### src/rtl/wb_pkg.sv
// ----------------------------------------------------------------------------
// wb_pkg
// Shared constants for the writeback stage: opcode and ALU-op encodings that
// the stage decodes, the rstatus codes it writes on overflow / multdiv
// exception, the pipeline write-source selector, and a helper that maps an
// instruction to its overflow code.
// ----------------------------------------------------------------------------
package wb_pkg;

   localparam logic [4:0] OP_RTYPE = 5'b00000;
   localparam logic [4:0] OP_ADDI  = 5'b00101;
   localparam logic [4:0] OP_JAL   = 5'b00011;
   localparam logic [4:0] OP_SETX  = 5'b10101;

   localparam logic [4:0] ALU_ADD  = 5'b00000;
   localparam logic [4:0] ALU_SUB  = 5'b00001;

   localparam logic [2:0] RS_ADD_OVF  = 3'd1;
   localparam logic [2:0] RS_ADDI_OVF = 3'd2;
   localparam logic [2:0] RS_SUB_OVF  = 3'd3;
   localparam logic [2:0] RS_MUL_EXC  = 3'd4;
   localparam logic [2:0] RS_DIV_EXC  = 3'd5;

   typedef enum logic [2:0] {
      SRC_ALU,
      SRC_LOAD,
      SRC_JAL,
      SRC_SETX,
      SRC_OVF
   } wb_src_e;

   // Returns the rstatus code for an overflow-class instruction, 0 otherwise.
   function automatic logic [2:0] ovf_code(input logic [4:0] opcode,
                                           input logic [4:0] aluop);
      logic [2:0] code;
      code = 3'd0;
      if (opcode == OP_ADDI) begin
         code = RS_ADDI_OVF;
      end else if (opcode == OP_RTYPE) begin
         if (aluop == ALU_ADD) code = RS_ADD_OVF;
         else if (aluop == ALU_SUB) code = RS_SUB_OVF;
      end
      return code;
   endfunction

endpackage

### src/rtl/wb_pend_fifo.sv
// ----------------------------------------------------------------------------
// wb_pend_fifo
// Circular buffer of pending multdiv results {valid, rd, data}. An entry whose
// valid bit has been cleared by a squash keeps its slot; it is discarded when
// it is popped from the head.
//
// Ports:
//   clock, reset         system clock, synchronous active-high reset
//   push_i, push_rd_i,   enqueue request and payload (ignored when full)
//   push_data_i
//   pop_i                dequeue head (ignored when empty)
//   squash_i, squash_rd_i  invalidate every stored entry targeting squash_rd_i
//   full_o, empty_o      occupancy flags from registered state
//   count_o              occupancy
//   head_valid_o, head_rd_o, head_data_o  head entry (valid only if not empty)
// ----------------------------------------------------------------------------
module wb_pend_fifo #(
   parameter int DEPTH = 2,
   parameter int AW    = 5,
   parameter int DW    = 32,
   parameter int CW    = $clog2(DEPTH) + 1
) (
   input  logic          clock,
   input  logic          reset,
   input  logic          push_i,
   input  logic [AW-1:0] push_rd_i,
   input  logic [DW-1:0] push_data_i,
   input  logic          pop_i,
   input  logic          squash_i,
   input  logic [AW-1:0] squash_rd_i,
   output logic          full_o,
   output logic          empty_o,
   output logic [CW-1:0] count_o,
   output logic          head_valid_o,
   output logic [AW-1:0] head_rd_o,
   output logic [DW-1:0] head_data_o
);

   localparam int PW = (DEPTH > 1) ? $clog2(DEPTH) : 1;

   logic [DEPTH-1:0] vld_q;
   logic [AW-1:0]    rd_q   [DEPTH];
   logic [DW-1:0]    data_q [DEPTH];
   logic [PW-1:0]    rptr_q, wptr_q;
   logic [CW-1:0]    cnt_q;
   logic             do_push, do_pop;

   assign full_o  = (cnt_q == CW'(DEPTH));
   assign empty_o = (cnt_q == '0);
   assign count_o = cnt_q;

   assign do_push = push_i & ~full_o;
   assign do_pop  = pop_i & ~empty_o;

   assign head_valid_o = ~empty_o & vld_q[rptr_q];
   assign head_rd_o    = rd_q[rptr_q];
   assign head_data_o  = data_q[rptr_q];

   function automatic logic [PW-1:0] ptr_inc(input logic [PW-1:0] p);
      return (p == PW'(DEPTH - 1)) ? '0 : p + 1'b1;
   endfunction

   always_ff @(posedge clock) begin
      if (reset) begin
         vld_q  <= '0;
         rptr_q <= '0;
         wptr_q <= '0;
         cnt_q  <= '0;
      end else begin
         // Free slots always hold vld=0, so squash can scan every slot.
         for (int i = 0; i < DEPTH; i++) begin
            if (squash_i && vld_q[i] && (rd_q[i] == squash_rd_i)) vld_q[i] <= 1'b0;
         end
         if (do_pop) begin
            vld_q[rptr_q] <= 1'b0;
            rptr_q        <= ptr_inc(rptr_q);
         end
         // The push slot is free, so it never collides with a squash or pop.
         if (do_push) begin
            vld_q[wptr_q] <= 1'b1;
            wptr_q        <= ptr_inc(wptr_q);
         end
         case ({do_push, do_pop})
            2'b10:   cnt_q <= cnt_q + 1'b1;
            2'b01:   cnt_q <= cnt_q - 1'b1;
            default: cnt_q <= cnt_q;
         endcase
      end
   end

   // Payload storage needs no reset; vld_q qualifies it.
   always_ff @(posedge clock) begin
      if (do_push) begin
         rd_q[wptr_q]   <= push_rd_i;
         data_q[wptr_q] <= push_data_i;
      end
   end

endmodule

### src/rtl/writeback_unit.sv
// ----------------------------------------------------------------------------
// writeback_unit
// Registered writeback stage. Selects the main pipeline's register write
// (load data, ALU result, jal link, setx target or rstatus overflow code),
// buffers multdiv results in a small pending FIFO, and presents at most one
// register-file write per cycle with one cycle of latency. The pipeline has
// priority; the FIFO drains on cycles without a pipeline write. A pipeline
// write squashes older buffered results to the same register.
//
// Ports:
//   clock, reset            system clock, synchronous active-high reset
//   mw_*                    MEM/WB instruction fields
//   md_valid/md_ready       multdiv result handshake
//   md_is_div, md_exc,      multdiv result payload
//   md_rd, md_result
//   wb_we, wb_rd, wb_data   registered register-file write port
//   pend_count              pending-buffer occupancy
// ----------------------------------------------------------------------------
module writeback_unit
   import wb_pkg::*;
#(
   parameter int DATA_W      = 32,
   parameter int REG_AW      = 5,
   parameter int OP_W        = 5,
   parameter int PEND_DEPTH  = 2,
   parameter int RSTATUS_REG = 30,
   parameter int RA_REG      = 31
) (
   input  logic                        clock,
   input  logic                        reset,
   input  logic                        mw_valid,
   input  logic                        mw_we,
   input  logic                        mw_load,
   input  logic [OP_W-1:0]             mw_opcode,
   input  logic [OP_W-1:0]             mw_aluop,
   input  logic                        mw_ovf,
   input  logic [REG_AW-1:0]           mw_rd,
   input  logic [DATA_W-1:0]           mw_alu_out,
   input  logic [DATA_W-1:0]           mw_dmem_q,
   input  logic [DATA_W-1:0]           mw_pc_next,
   input  logic [DATA_W-1:0]           mw_target,
   input  logic                        md_valid,
   output logic                        md_ready,
   input  logic                        md_is_div,
   input  logic                        md_exc,
   input  logic [REG_AW-1:0]           md_rd,
   input  logic [DATA_W-1:0]           md_result,
   output logic                        wb_we,
   output logic [REG_AW-1:0]           wb_rd,
   output logic [DATA_W-1:0]           wb_data,
   output logic [$clog2(PEND_DEPTH):0] pend_count
);

   localparam int CW = $clog2(PEND_DEPTH) + 1;

   wb_src_e           src;
   logic [2:0]        code;
   logic              is_setx, is_jal;
   logic [REG_AW-1:0] sel_rd;
   logic [DATA_W-1:0] sel_data;
   logic              pipe_wr;

   logic              md_push;
   logic [REG_AW-1:0] md_push_rd;
   logic [DATA_W-1:0] md_push_data;
   logic              fifo_full, fifo_empty;
   logic              head_valid;
   logic [REG_AW-1:0] head_rd;
   logic [DATA_W-1:0] head_data;

   // ---- pipeline write selection (priority order) ----
   assign code    = ovf_code(mw_opcode, mw_aluop);
   assign is_setx = (mw_opcode == OP_SETX);
   assign is_jal  = (mw_opcode == OP_JAL);

   always_comb begin
      src = SRC_ALU;
      if (is_setx)                       src = SRC_SETX;
      else if ((code != 3'd0) && mw_ovf) src = SRC_OVF;
      else if (is_jal && mw_we)          src = SRC_JAL;
      else if (mw_load)                  src = SRC_LOAD;
   end

   always_comb begin
      sel_rd   = mw_rd;
      sel_data = mw_alu_out;
      case (src)
         SRC_SETX: begin
            sel_rd   = REG_AW'(RSTATUS_REG);
            sel_data = mw_target;
         end
         SRC_OVF: begin
            sel_rd   = REG_AW'(RSTATUS_REG);
            sel_data = {{(DATA_W-3){1'b0}}, code};
         end
         SRC_JAL: begin
            sel_rd   = REG_AW'(RA_REG);
            sel_data = mw_pc_next;
         end
         SRC_LOAD: sel_data = mw_dmem_q;
         default:  sel_data = mw_alu_out;
      endcase
   end

   // setx writes rstatus even when the decoder left mw_we low.
   assign pipe_wr = mw_valid & (mw_we | is_setx) & (sel_rd != '0);

   // ---- multdiv enqueue ----
   // Exceptions are rewritten to an rstatus write; r0 results are accepted
   // by the handshake but never stored.
   assign md_ready     = ~fifo_full;
   assign md_push      = md_valid & md_ready & (md_exc | (md_rd != '0));
   assign md_push_rd   = md_exc ? REG_AW'(RSTATUS_REG) : md_rd;
   assign md_push_data = md_exc ? {{(DATA_W-3){1'b0}}, (md_is_div ? RS_DIV_EXC : RS_MUL_EXC)}
                                : md_result;

   wb_pend_fifo #(
      .DEPTH (PEND_DEPTH),
      .AW    (REG_AW),
      .DW    (DATA_W),
      .CW    (CW)
   ) u_pend (
      .clock        (clock),
      .reset        (reset),
      .push_i       (md_push),
      .push_rd_i    (md_push_rd),
      .push_data_i  (md_push_data),
      .pop_i        (~pipe_wr),
      .squash_i     (pipe_wr),
      .squash_rd_i  (sel_rd),
      .full_o       (fifo_full),
      .empty_o      (fifo_empty),
      .count_o      (pend_count),
      .head_valid_o (head_valid),
      .head_rd_o    (head_rd),
      .head_data_o  (head_data)
   );

   // ---- registered write port ----
   // A squashed head still pops, but produces no write that cycle.
   always_ff @(posedge clock) begin
      if (reset) begin
         wb_we   <= 1'b0;
         wb_rd   <= '0;
         wb_data <= '0;
      end else if (pipe_wr) begin
         wb_we   <= 1'b1;
         wb_rd   <= sel_rd;
         wb_data <= sel_data;
      end else if (!fifo_empty && head_valid) begin
         wb_we   <= 1'b1;
         wb_rd   <= head_rd;
         wb_data <= head_data;
      end else begin
         wb_we   <= 1'b0;
      end
   end

endmodule

### config.mk
export PLATFORM = sky130hd
export DESIGN_NAME = writeback_unit
export DESIGN_NICKNAME = d
export VERILOG_FILES = /design/src/rtl/wb_pkg.sv /design/src/rtl/wb_pend_fifo.sv /design/src/rtl/writeback_unit.sv
export SDC_FILE = /design/constraint.sdc
export NUM_CORES = 1
export LEC_CHECK = 0
export ABC_AREA = 1
export BUFFER_PORTS_ARGS = -buffer_cell sky130_fd_sc_hd__buf_2
export CAP_MARGIN = 20
export CORE_MARGIN = 4
export CORE_UTILIZATION = 45
export CTS_BUF_LIST = sky130_fd_sc_hd__clkbuf_4 sky130_fd_sc_hd__clkbuf_8
export CTS_CLUSTER_SIZE = 25
export DETAILED_ROUTE_END_ITERATION = 12
export PLACE_DENSITY = 0.83
export SLEW_MARGIN = 20
export SYNTH_ARGS = -nofsm -noshare
export SYNTH_HDL_FRONTEND = slang
export SYNTH_SLANG_ARGS = --single-unit
### constraint.sdc
create_clock -name clock -period 3.1 [get_ports clock]
set_input_delay 0.155 -clock clock [delete_from_list [all_inputs] [get_ports clock]]
set_output_delay 0.155 -clock clock [all_outputs]
set_load 0.02 [all_outputs]
# == Yosys cells after proc, flatten, opt, wreduce, memory -nomap -nowiden ==
# Memories as Yosys holds them, arrays and structs flattened. A register that Yosys moved wholly into a read port is not among the register bits.
# Cells that the tools add are included.
# word_totals
romBits,0
ram_bits,74
input_bits,189
register_bits,44
memories,2
out_inout_bits,41
word_cells,105
latch_bits,0
# mem_list
memory,words,width,rd,rd_ports_with_merged_regs,write_ports,line_no,rtl
u_pend.data_q,2,32,1,1,1,wb_pend_fifo.sv:43,logic [DW-1:0] data_q [DEPTH];
u_pend.rd_q,2,5,3,1,1,wb_pend_fifo.sv:42,logic [AW-1:0] rd_q [DEPTH];
# classes
order_cmp,4
multipliers,0
n_reduce_logical,19
bitwise,15
shifts,0
n_eq_ne,13
muxes,41
n_div,0
add_sub_neg,4
# ops
op,n
case mux 32 bit (4 select lines),1
two-way mux 32 bit,3
two-way mux 1 bit,20
two-way mux 2 bit,8
two-way mux 5 bit,3
== test 5 bit,2
logical NOT 5 bit,2
case mux 5 bit (2 select lines),1
nonzero test 5 bit,2
logical AND 1 bit,9
AND 1 bit,7
"== test 3 x 2 -> 1 bit, second input constant",2
two-way mux 3 bit,2
"== test 5 x 1 -> 1 bit, second input constant",1
"== test 5 x 2 -> 1 bit, second input constant",1
"== test 5 x 3 -> 1 bit, second input constant",1
"== test 5 bit, second input constant",1
"== test 2 bit, second input constant",2
"less-than comparator 1 x 2 -> 1 bit, second input constant",2
case mux 2 bit (2 select lines),1
nonzero test 2 bit,2
"== test 3 x 1 -> 1 bit, second input constant",1
"== test 3 bit, second input constant",1
inverter 1 bit,3
14 further kinds,18

# == Depth between registers and ports, before layout ==
# depth
word_depth,23
mapped_depth,17
ltp_nobuf,16

# == Hierarchy ==
# Synthesis repeated with hierarchy kept, for this count alone.
# hier_totals
cells_unflattened,831
area_unflattened_um2,6627.6
# modules_own_cells
mod,area_per_inst_um2,seq_area_each_um2,instances,cells_each
writeback_unit,3414.5,760.7,1,612
wb_pend_fifo,3213.1,2362.3,1,219

# == Least setup slack after synthesis ==
# No wires, ideal clock.
# synth_timing
path_kind,flip-flop to flip-flop
start,"reg u_pend.cnt_q[0], in the netlist u_pend.count_o[0]"
end,mem u_pend.data_q[0][0] (enable)
setup_time_ns,0.433
arrival_time_ns,2.543
setup_slack_ns,0.124
required_ns,2.667
path_stages_with_launch,5
path_cell_list,dfxtp_1 > inv_1 > nand2_1 > nand3_1 > nor2_1
# synth_via
elab_chain_len,7
# synth_lines
item,line_no,rtl
from (decl),wb_pend_fifo.sv:45,logic [CW-1:0] cnt_q;
from (signal assigned),wb_pend_fifo.sv:84,2'b10: cnt_q <= cnt_q + 1'b1;
from (signal assigned),wb_pend_fifo.sv:85,2'b01: cnt_q <= cnt_q - 1'b1;
from (signal assigned),wb_pend_fifo.sv:86,default: cnt_q <= cnt_q;
== test 2 bit (*),wb_pend_fifo.sv:48,assign full_o = (cnt_q == CW'(DEPTH));
inverter 1 bit (*),writeback_unit.sv:111,assign md_ready = ~fifo_full;
net md_ready,writeback_unit.sv:43,"output logic md_ready,"
AND 1 bit (2 in series),writeback_unit.sv:112,assign md_push = md_valid & md_ready & (md_exc | (md_rd != '0));
AND 1 bit (*),wb_pend_fifo.sv:52,assign do_push = push_i & ~full_o;
two-way mux 1 bit (*),wb_pend_fifo.sv:93,if (do_push) begin
two-way mux 1 bit (not written as such) (*),wb_pend_fifo.sv:95,data_q[wptr_q] <= push_data_i;
to (decl),wb_pend_fifo.sv:43,
# Mark *: on every way through the listed nets, which the timed path passes. The rest lies on a longest branch.

# == Worst setup path in the final report ==
# layout_timing
start,in mw_opcode[3]
end,reg wb_data[9]
# layout_via
elab_chain_len,13
word_cells_on_any_way,25
# layout_lines
item,line_no,rtl
from (decl),writeback_unit.sv:34,"input logic [OP_W-1:0] mw_opcode,"
logical NOT 5 bit,wb_pkg.sv:39,end else if (opcode == OP_RTYPE) begin
two-way mux 2 bit,wb_pkg.sv:39,
two-way mux 2 bit,wb_pkg.sv:37,if (opcode == OP_ADDI) begin
nonzero test 3 bit,writeback_unit.sv:79,else if ((code != 3'd0) && mw_ovf) src = SRC_OVF;
logical AND 1 bit,writeback_unit.sv:79,
two-way mux 3 bit,writeback_unit.sv:79,
two-way mux 3 bit,writeback_unit.sv:78,if (is_setx) src = SRC_SETX;
== test 3 bit / == test 3 x 2 -> 1 bit (equally long branches),writeback_unit.sv:87,case (src)
OR reduction 2 bit (no source line),n/a,
case mux 5 bit (2 select lines),writeback_unit.sv:87,
nonzero test 5 bit,writeback_unit.sv:106,assign pipe_wr = mw_valid & (mw_we | is_setx) & (sel_rd != '0);
AND 1 bit,writeback_unit.sv:106,
two-way mux 32 bit / nonzero test 2 bit (equally long branches),n/a,
to (signal assigned),writeback_unit.sv:149,wb_data <= sel_data;
to (signal assigned),writeback_unit.sv:153,wb_data <= head_data;
to (decl),writeback_unit.sv:50,"output logic [DATA_W-1:0] wb_data,"
# Parallel ways exist; a longest one is shown, timed or not.
# A chain may end at the register's enable or synchronous reset.

==> impl_metrics.tcl <==
set metrics [dict create \
    max_freq_mhz 438 \
    postCtsSetupBuffers 0 \
    layout_setup_ws_ns 0.815 \
    die_w_um 126 \
    dpl.cell_count 1194 \
    total_power_uw 4760 \
    nets 1240 \
    maxCapViolCount 0 \
    cts-root-buf "clkbuf_8" \
    dieArea_um2 15800 \
    start_util_pct 46.7 \
    drive_above_1_share_pct 28.8 \
    antenna_left 0 \
    ir_drop_mv 0.393 \
    synth.most_common_cell "nand2_1" \
    dp_hpwl_mm 12.9 \
    htree_num_levels 4 \
    vias 6261 \
    cts-buffers-inserted 17 \
    final_area_um2 8120 \
    crit_type "input pin to flip-flop" \
    yosysUniqueCellTypes 37 \
    fin_crit_sh_pct 73.7 \
    grt_pass1_wl_mm 29.5 \
    clock_skew_ns 0.0117 \
    place_area_um2 7570 \
    ys_ff_latch 119 \
    layout_min_cycle_time_ns 2.29 \
    yosys_warnings 0 \
    yosys.area.top_type "edfxtp_1" \
    grt_max_degree 43 \
    num_io_pins 230 \
    portBuffers 229 \
    synthTopCellsByCount "290 x nand2_1, 97 x inv_1, 76 x nor2_1" \
    synth_ff_type "edfxtp_1" \
    place_congestion 0.913 \
    wl_mm 18.7 \
    postCtsResizedCells 0 \
    end_kind "flip-flop" \
    chipHeight_um 126 \
    ys_seq_area_share_pct 49.9 \
    antennaDiodeCount 0 \
    cts_buffer_depth 2 \
    clock_latency_ns 0.45 \
    crit_fanout 26 \
    yosys-top-cells-area "edfxtp_1 36%, nand2_1 17%, dfxtp_1 14%, inv_1 5.8%, nor2_1 4.6%" \
    dr.pass1.iters 5 \
    core_area_um2 13400 \
    synth_edf_count 74 \
    grtUsageTotal_pct 23.5 \
    cts_tree "yes" \
    async_reset_ff_share_pct 0 \
    drv_slew 0 \
    synthesis.nets 1007 \
    hold_buffers 13 \
    wl_per_cell_um 15.1 \
    grt_pass1_vias 6012 \
    slew_headroom_pct 41.3 \
    synthToLayoutAreaGrowth_pct 29.9 \
    finalNonFillerCells 1239 \
    worstMarginPinSlew_ns 0.878 \
    synth_cells 817 \
    synth_area_per_cell_um2 7.65 \
    path_clk_slew_ns 0.07 \
    setup_tns_ns 0 \
    hold_path.class "input pin to flip-flop" \
    cts.sinks 119 \
    via_per_inst 5.05 \
    netlist.area_leader.share_pct 35.5 \
    drc 0 \
    antenna_found_initial 0 \
    status "finished clean" \
    critPathLaunchType "input pin" \
    drtIter0Drc 524 \
    pre_cts_ws_ns 0.586 \
    rsz0062_at_grt "false" \
    p_leak_uw 0.00418 \
    critPathArrivalTime_ns 2.63 \
    overflow 0 \
    hold_violations 0 \
    setup_viol 0 \
    row_count 42 \
    cellPowerDensity_nw_per_um2 586 \
    required_ns 3.44 \
    syn_area_um2 6250 \
]
==> cell usage in the layout, fill, tap and decap left out, types with 3 or more instances in the layout <==
cell type      count
nand2_1          290
o21ai_0           12
nor2_4             4
clkbuf_4           3
or2_2              4
o21bai_1          20
clkinv_2           4
edfxtp_1          74
inv_1             97
o21a_1             3
nor3_1             4
buf_4              9
bufinv_16          3
clkbuf_8          20
buf_2            229
nand3_1           22
nor2_1            73
nand4_1           27
a21oi_1           51
a31oi_1            9
a21o_1             3
a22oi_1            5
nand2_2           12
o21ai_1            4
dlygate4sd3_1     13
dfxtp_1           44
inv_2              4
==> state kept, by name (all words and copies together) (netlist names), named ones only <==
name            flops
wb_data            32
u_pend.data_q      64
u_pend.rptr_q       1
wb_we               1
u_pend.count_o      2
u_pend.vld_q        2
wb_rd               5
u_pend.rd_q        10
u_pend.wptr_q       1
==> layout make-up <==
| type | count | area, µm² |
|---|---|---|
| Multi-Input combinational cell | 558 | 2590 |
| Fill cell | 1188 | 5280 |
| Sequential cell | 119 | 3120 |
| Inverter | 101 | 379 |
| Tap cell | 176 | 220 |
| Clock inverter | 9 | 125 |
| Timing Repair Buffer | 253 | 1380 |
| Clock buffer | 23 | 298 |
==> routing by layer <==
layer	wire length, µm	track usage [%]
met4	484	9.97
met5	0	0
met3	1410	5.72
met1	7650	28.6
met2	9180	40.0
==> through the flow <==
stage               hold WS, ns  util (%)
finish                   0.0296      60.6
global route             0.0125      60.6
CTS                    0.000371      60.6
detailed placement        0.433      56.5
global placement          0.430      56.5
floorplan                 0.318         -
==> power by group <==
part           internal [µW]  total, µW  switching (µW)  leakage (µW)
clock network            879       1490             612      0.000216
logic                    429       1260             827       0.00289
registers               1920       2010            89.0       0.00107
total                   3230       4760            1530       0.00418
==> kinds of logic after synthesis <==
family / share of synthesized area [%]
adders and majority gates: 0.200
buffers and inverters: 9.03
and+or+nand+nor: 30.2
DFF: 49.9
AOI/OAI and AO/OA: 10.6
==> path summary, 6_finish.rpt <==
kind                                    endpoint  slack, ns                      startpoint  cells past startpoint
setup / recovery         wb_data[9]$_SDFFE_PP0P_       0.81                    mw_opcode[3]                     15
hold / removal    u_pend.data_q[0][27]$_DFFE_PP_       0.03                   md_result[27]                      3
setup reg to reg           wb_rd[4]$_SDFFE_PP0P_       0.85  u_pend.count_o[1]$_SDFFE_PP0P_                      8
hold reg to reg            wb_rd[1]$_SDFFE_PP0P_       0.48           wb_rd[1]$_SDFFE_PP0P_                      2
==> critical path, cell delays in order <==
cell	delay [ns]
buf_2	0.11
nor2_2	0.12
nand2_1	0.08
nor2_2	0.10
nand2_1	0.10
nand3_2	0.11
nand2_4	0.10
nand3_4	0.09
nand2_2	0.07
o21ai_4	0.33
inv_2	0.15
buf_4	0.28
o21ai_1	0.19
a31oi_1	0.06
dlygate4sd3_1	0.56
No activity file was read; power rests on OpenSTA's default activity.
